`config.mk`:
```
export PLATFORM = sky130hd
export DESIGN_NAME = irq_controller_flat
export DESIGN_NICKNAME = d
export VERILOG_FILES = /design/src/rtl/irq_controller_if.sv /design/src/rtl/irq_controller.sv /design/src/flat_wrapper.sv
export SDC_FILE = /design/constraint.sdc
export NUM_CORES = 1
export LEC_CHECK = 0
export CAP_MARGIN = 10
export CORE_MARGIN = 4
export CORE_UTILIZATION = 45
export DETAILED_ROUTE_END_ITERATION = 7
export PLACE_DENSITY = 0.67
export SETUP_SLACK_MARGIN = 0.4
export SLEW_MARGIN = 10
export SYNTH_ARGS = -nofsm -noshare
export SYNTH_HDL_FRONTEND = slang
export SYNTH_SLANG_ARGS = --single-unit
```
`constraint.sdc`:
```
create_clock -name clk_i -period 7.5 [get_ports clk_i]
set_input_delay 1.5 -clock clk_i [delete_from_list [all_inputs] [get_ports clk_i]]
set_output_delay 1.5 -clock clk_i [all_outputs]
set_load 0.005 [all_outputs]
```
`src/rtl/irq_controller_if.sv`:
```
// Interrupt controller bus: peripheral requests, CSR mask, decoder handshake.
// master drives requests/mask/enpc/mret; slave (controller) drives trap, cause, ack, busy.
interface irq_controller_if #(
    parameter int N_IRQ = 16
);
    logic [N_IRQ-1:0] irq_req_i;
    logic [N_IRQ-1:0] mie_i;
    logic             enpc_i;
    logic             int_rst_i;
    logic             int_o;
    logic [31:0]      mcause_o;
    logic [N_IRQ-1:0] irq_ack_o;
    logic             busy_o;

    modport master (
        output irq_req_i, mie_i, enpc_i, int_rst_i,
        input  int_o, mcause_o, irq_ack_o, busy_o
    );

    modport slave (
        input  irq_req_i, mie_i, enpc_i, int_rst_i,
        output int_o, mcause_o, irq_ack_o, busy_o
    );
endinterface

```
`src/rtl/irq_controller.sv`:
```
// Round-robin interrupt arbiter and trap sequencer (IDLE->REQ->SERVICE->ACK).
// Ports: clk_i, rst_i (sync, active-high), bus (irq_controller_if.slave).
module irq_controller #(
    parameter int N_IRQ = 16
) (
    input logic clk_i,
    input logic rst_i,
    irq_controller_if.slave bus
);
    typedef enum logic [1:0] {
        IDLE,
        REQ,
        SERVICE,
        ACK
    } state_t;

    state_t           r_state;
    logic [4:0]       r_id;
    logic [4:0]       r_ptr;
    logic [31:0]      r_mcause;
    logic             r_int;
    logic             r_busy;
    logic [N_IRQ-1:0] r_ack;

    logic [N_IRQ-1:0] w_pend;
    logic [31:0]      w_pend32;
    logic [4:0]       w_win;
    logic [4:0]       w_ptr_nxt;
    logic [31:0]      w_ack32;

    assign w_pend   = bus.irq_req_i & bus.mie_i;
    assign w_pend32 = 32'(w_pend);
    assign w_ack32  = 32'd1 << r_id;

    // Wrap at N_IRQ rather than at 32.
    assign w_ptr_nxt = (r_id == 5'(N_IRQ - 1)) ? 5'd0 : r_id + 5'd1;

    // Scan from the far end back toward ptr so the last hit is the
    // first set bit in round-robin order starting at ptr.
    always_comb begin
        w_win = 5'd0;
        for (int i = N_IRQ - 1; i >= 0; i--) begin
            int j;
            j = int'(r_ptr) + i;
            if (j >= N_IRQ) j = j - N_IRQ;
            if (w_pend32[j[4:0]]) w_win = j[4:0];
        end
    end

    always_ff @(posedge clk_i) begin
        if (rst_i) begin
            r_state  <= IDLE;
            r_id     <= 5'd0;
            r_ptr    <= 5'd0;
            r_mcause <= 32'd0;
            r_int    <= 1'b0;
            r_busy   <= 1'b0;
            r_ack    <= '0;
        end else begin
            unique case (r_state)
                IDLE: begin
                    if (|w_pend) begin
                        r_id     <= w_win;
                        r_mcause <= {1'b1, 26'b0, w_win};
                        r_state  <= REQ;
                        r_int    <= 1'b1;
                        r_busy   <= 1'b1;
                    end
                end
                REQ: begin
                    // Pipeline advance wins over a withdrawn request.
                    if (bus.enpc_i) begin
                        r_state <= SERVICE;
                        r_int   <= 1'b0;
                    end else if (!w_pend32[r_id]) begin
                        r_state <= IDLE;
                        r_int   <= 1'b0;
                        r_busy  <= 1'b0;
                    end
                end
                SERVICE: begin
                    if (bus.int_rst_i) begin
                        r_state <= ACK;
                        r_ack   <= w_ack32[N_IRQ-1:0];
                    end
                end
                ACK: begin
                    r_ack   <= '0;
                    r_ptr   <= w_ptr_nxt;
                    r_state <= IDLE;
                    r_busy  <= 1'b0;
                end
                default: begin
                    r_state <= IDLE;
                    r_int   <= 1'b0;
                    r_busy  <= 1'b0;
                    r_ack   <= '0;
                end
            endcase
        end
    end

    assign bus.int_o     = r_int;
    assign bus.mcause_o  = r_mcause;
    assign bus.irq_ack_o = r_ack;
    assign bus.busy_o    = r_busy;
endmodule

```
`src/flat_wrapper.sv`:
```
// flat-port wrapper written by rule: the top's interface ports become plain ports
module irq_controller_flat 
#(
    parameter int N_IRQ = 16
)
  (clk_i, rst_i, bus_irq_req_i, bus_mie_i, bus_enpc_i, bus_int_rst_i, bus_int_o, bus_mcause_o, bus_irq_ack_o, bus_busy_o);
  irq_controller_if #(.N_IRQ(N_IRQ)) bus_i ();
  input logic clk_i;
  input logic rst_i;
  input wire logic [$bits(bus_i.irq_req_i)-1:0] bus_irq_req_i;
  input wire logic [$bits(bus_i.mie_i)-1:0] bus_mie_i;
  input wire logic [$bits(bus_i.enpc_i)-1:0] bus_enpc_i;
  input wire logic [$bits(bus_i.int_rst_i)-1:0] bus_int_rst_i;
  output wire logic [$bits(bus_i.int_o)-1:0] bus_int_o;
  output wire logic [$bits(bus_i.mcause_o)-1:0] bus_mcause_o;
  output wire logic [$bits(bus_i.irq_ack_o)-1:0] bus_irq_ack_o;
  output wire logic [$bits(bus_i.busy_o)-1:0] bus_busy_o;
  assign bus_i.irq_req_i = bus_irq_req_i;
  assign bus_i.mie_i = bus_mie_i;
  assign bus_i.enpc_i = bus_enpc_i;
  assign bus_i.int_rst_i = bus_int_rst_i;
  assign bus_int_o = bus_i.int_o;
  assign bus_mcause_o = bus_i.mcause_o;
  assign bus_irq_ack_o = bus_i.irq_ack_o;
  assign bus_busy_o = bus_i.busy_o;
  irq_controller #(.N_IRQ(N_IRQ)) u_core (.clk_i(clk_i), .rst_i(rst_i), .bus(bus_i));
endmodule
```
Word level (Yosys, flattened, before mapping)
Index checks and enable logic that the tools add are counted.

Output and inout bits: 50. Input port bits: 36. Bits in registers: 36.

Bitwise logic cells: 1. Multiplexer cells: 80. Shift-type cells: 1. Order comparisons: 33. Reductions and logical operators: 10. $add $sub $neg: 32. Equality and inequality tests: 9.

Operators by type and width (number): $mux 5 (33); $lt 5x6->1 const B (17); $ge 6x5->1 const B (15); $bmux 1 s5 (17); $sub 5x5->5 const B (16); $add 5x4->6 const B (8); $pmux 16 s2 (1); $add 5x3->6 const B (4); $mux 1 (21); $and 16x16->16 (1); $mux 16 (1); $reduce_or 16->1 (1); $shl 1x5->16 const A (1); $add 5x2->6 const B (2); $mux 2 (4); $pmux 2 s4 (1); $add 5x1->6 const B (1); $ne 2x2->1 const B (3); $reduce_and 3->1 (2); $add 5x1->5 const B (1); $eq 5x4->1 const B (1); $ge 5x5->1 const B (1); $eq 2x2->1 const B (2); $reduce_and 2->1 (2); other kinds (9) (10).

Longest topological paths before layout
Depth after elaboration: 21. Mapped depth: 15.

Worst setup path before layout
Ideal clock, no wire load.

Path type: input -> register. From: in bus_irq_req_i[15]. To: reg u_core.r_id[0]. Path slack: 3.847 ns. Arrival: 3.589 ns. Library setup time: 0.064 ns. Cell stages on the path: 9. Cell sequence: and2_1 mux4_2 a221oi_2 nor2_2 or3_1 a2111oi_2 a211oi_1 o2111a_1 nor2_1.

Longest elaborated chain between the ends: 19. Elaborated cells between the ends (all ways): 51. Those cells by class: mux (48); bitwise (1); reduce/logical (2).

Ends and longest elaborated chain: start: declaration (line flat_wrapper.sv:10) `input wire logic [$bits(bus_i.irq_req_i)-1:0] bus_irq_req_i;`; $and 16x16->16 (*) (line irq_controller.sv:31) `assign w_pend = bus.irq_req_i & bus.mie_i;`; $bmux 1 s5 (line irq_controller.sv:46) `if (w_pend32[j[4:0]]) w_win = j[4:0];`; $mux 1 (implied by the code) (line irq_controller.sv:46); $mux 5 (16 in a row) (line irq_controller.sv:46); end signal: assignment (line irq_controller.sv:63) `r_id <= w_win;`; end: declaration (line irq_controller.sv:18) `logic [4:0] r_id;`.

Every way passes the cells marked *; elsewhere a longest branch is shown, timed or not. The select of a mux whose other input is x is not followed. A chain may end at the register's enable or synchronous reset.

Final worst setup path
From: in bus_irq_req_i[2]. To: reg u_core.r_id[2].

The elaborated chain is that of the path after synthesis.

==> impl_metrics.json <==
{
  "setup_ws_ns": 3.022,
  "ctsHoldBuffers": 0,
  "synth-async-reset-ratio_pct": 0,
  "synth-seq-area-share_pct": 13.28,
  "cts-root-buf": "clkbuf_8",
  "maxCapViolCount": 0,
  "vias": 4986,
  "die_area_um2": 12080,
  "avgSynthCellArea_um2": 7.894,
  "grt_pass1_vias": 4649,
  "ant_nets": 0,
  "maxSlewHeadroom_pct": 18.68,
  "fmax_mhz": 223.3,
  "synthToLayoutAreaGrowth_pct": 13.28,
  "worstPathArrival_ns": 4.63,
  "rsz0062_at_grt": "no",
  "post_route_cells_drive_above_1_share_pct": 9.984,
  "leakage_uw": 0.001953,
  "max_stage_delay_ns": 1.01,
  "cts_tree": "built",
  "die_height_um": 109.9,
  "path_cells": "clkdlybuf4s50_1 > nand2_1 > mux4_2 > mux2_2 > o311ai_1 > a21oi_1 > o311ai_1 > a31oi_1",
  "ir_drop_mv": 0.1198,
  "grt_max_degree": 39,
  "finalSetupViolCount": 0,
  "fin_crit_sh_pct": 59.70,
  "core_region_area_um2": 9955,
  "ys_warn_count": 0,
  "end_kind": "register",
  "finalMaxSlewViolations": 0,
  "initial_core_util_pct": 46.95,
  "ys.flop_type": "dfxtp_1",
  "yosys_register_bits": 31,
  "cts_buffers": 5,
  "skew_ns": 0.007105,
  "grt_antenna_before_repair": 0,
  "port_buffers": 59,
  "netlist_area_um2": 4673,
  "grt_pass1_wl_um": 25700,
  "finalCriticalPeriod_ns": 4.478,
  "synth_area_leader_cell": "mux4_2",
  "crit_slowest_cell": "o311ai_1",
  "cp.required_ns": 7.65,
  "yosysUniqueCellTypes": 80,
  "drt-total-wl_um": 16450,
  "cts_max_level": 2,
  "clock_path_buffers": 2,
  "worstSetupStartpointType": "input pin",
  "dpl.cell_count": 756,
  "cts_setup_buffers": 0,
  "clkSlewWorstSetupHoldPaths_ns": 0.06,
  "power_density_nw_per_um2": 121.3,
  "dieWidth_um": 109.9,
  "detailed_place_hpwl_um": 12400,
  "pre_cts_slack_ns": 2.902,
  "postSynthCellCount": 592,
  "crit_type": "input pin to register",
  "cts_resized": 0,
  "gp_congestion": 0.9385,
  "synth_area_leaders": "mux4_2, dfxtp_1, mux2i_1",
  "grt_usage_pct": 27.53,
  "stdcell_area_um2": 5294,
  "drc_errors": 0,
  "placed_area_um2": 5209,
  "drtIter0Drc": 399,
  "worstPathMaxFanout": 6,
  "wl_per_cell_um": 21.52,
  "synth-edff-count": 0,
  "viasPerCell": 6.526,
  "rows": 36,
  "clock_latency_ns": 0.28,
  "hp-class": "register to register",
  "first_pass_iters": 5,
  "gr-total-overflow": 0,
  "synth_top_area_share_pct": 13.49,
  "finalSetupTns_ns": 0,
  "status": "finished clean",
  "final_cells": 764,
  "hold_slack_ns": 0.4554,
  "diodes": 0,
  "hold_violations": 0,
  "ioPinCount": 86,
  "nets": 685,
  "final_cell_mix": "nor2_1, nand2_1, clkdlybuf4s50_1",
  "cts_sinks": 31,
  "tightest_slew_ns": 1.201,
  "cp_common_cell": "o311ai_1"
}
worst paths after layout:
kind | slack (ns) | cells past startpoint | start | end
setup / recovery | 3.02 | 8 | bus_irq_req_i[2] | u_core.r_id[2]
setup reg to reg | 3.14 | 10 | u_core.r_ptr[1] | u_core.r_id[2]
hold reg to reg | 0.46 | 2 | u_core.bus.irq_ack_o[13] | u_core.bus.irq_ack_o[13]
hold / removal | 0.46 | 2 | u_core.bus.irq_ack_o[13] | u_core.bus.irq_ack_o[13]
metrics by stage:
step	power (µW)	util [%]
3_5_place_dp	509.8	52.33
3_3_place_gp	509.2	52.33
2_1_floorplan	412.4	-
6_report	642.1	53.18
4_1_cts	640.5	53.18
5_1_grt	685.9	53.18
state kept, by name, summed over array words and instances, names as in the netlist, named ones only:
signal / cells
u_core.bus.int_o: 1
u_core.bus.mcause_o: 2
u_core.bus.irq_ack_o: 16
u_core.r_id: 4
u_core.r_state: 1
u_core.r_ptr: 5
u_core.bus.busy_o: 1
cells in the mapped netlist (all sizes together) (3+ instances only):
master	number
a2111oi	3
a211oi	14
a21bo	3
a21o	7
a21oi	42
a221oi	4
a22oi	11
a31oi	4
a32oi	8
and2	23
and3	7
buf	44
clkbuf	14
dfxtp	31
ha	19
inv	15
mux2	4
mux2i	25
mux4	30
nand2	60
nand2b	9
nand3	20
nand3b	3
nand4	10
nor2	62
nor2b	6
nor3	11
nor3b	3
o2111ai	4
o211ai	6
o21ai	27
o221ai	4
o22ai	4
o311ai	5
or3	3
xnor2	4
kinds of logic after synthesis:
| logic type | count (synthesis) | share of synthesized area [%] |
|---|---|---|
| other cells | 1 | 0.08024 |
| compound gates | 175 | 26.77 |
| buf+inv | 75 | 8.916 |
| flops | 31 | 13.28 |
| fa+ha+maj | 19 | 5.087 |
| mux | 59 | 21.02 |
| xor+xnor | 6 | 1.285 |
| simple gates | 226 | 23.56 |
worst max-delay path, delay by kind of cell:
kind	cells	cell delay, ns
buf+inv	1	0.48
mux	2	0.87
compound gates	4	1.63
simple gates	1	0.15
layout make-up:
type / instances / area (µm²)
Clock inverter: 2 / 12.51
Timing Repair Buffer: 64 / 628.1
Multi-Input combinational cell: 511 / 3730
Clock buffer: 6 / 72.57
Fill cell: 978 / 4661
Sequential cell: 31 / 620.6
Inverter: 17 / 63.81
Tap cell: 133 / 166.4
where the power goes:
group / switching (µW) / total (µW) / internal, µW
Clock: 62.0 / 127 / 64.7
Combinational: 182 / 321 / 139
Sequential: 20.1 / 194 / 174
layer usage:
metal | track usage [%] | wire (µm) | vias up | share of wire (%)
li1 | - | - | 2278 | -
met1 | 37.59 | 7056 | 2413 | 43
met2 | 43.07 | 7534 | 268 | 46
met3 | 5.696 | 1315 | 27 | 8.0
met4 | 9.528 | 539 | 0 | 3.3
met5 | 0 | 0 | - | 0
(Power assumes the default switching activity.)
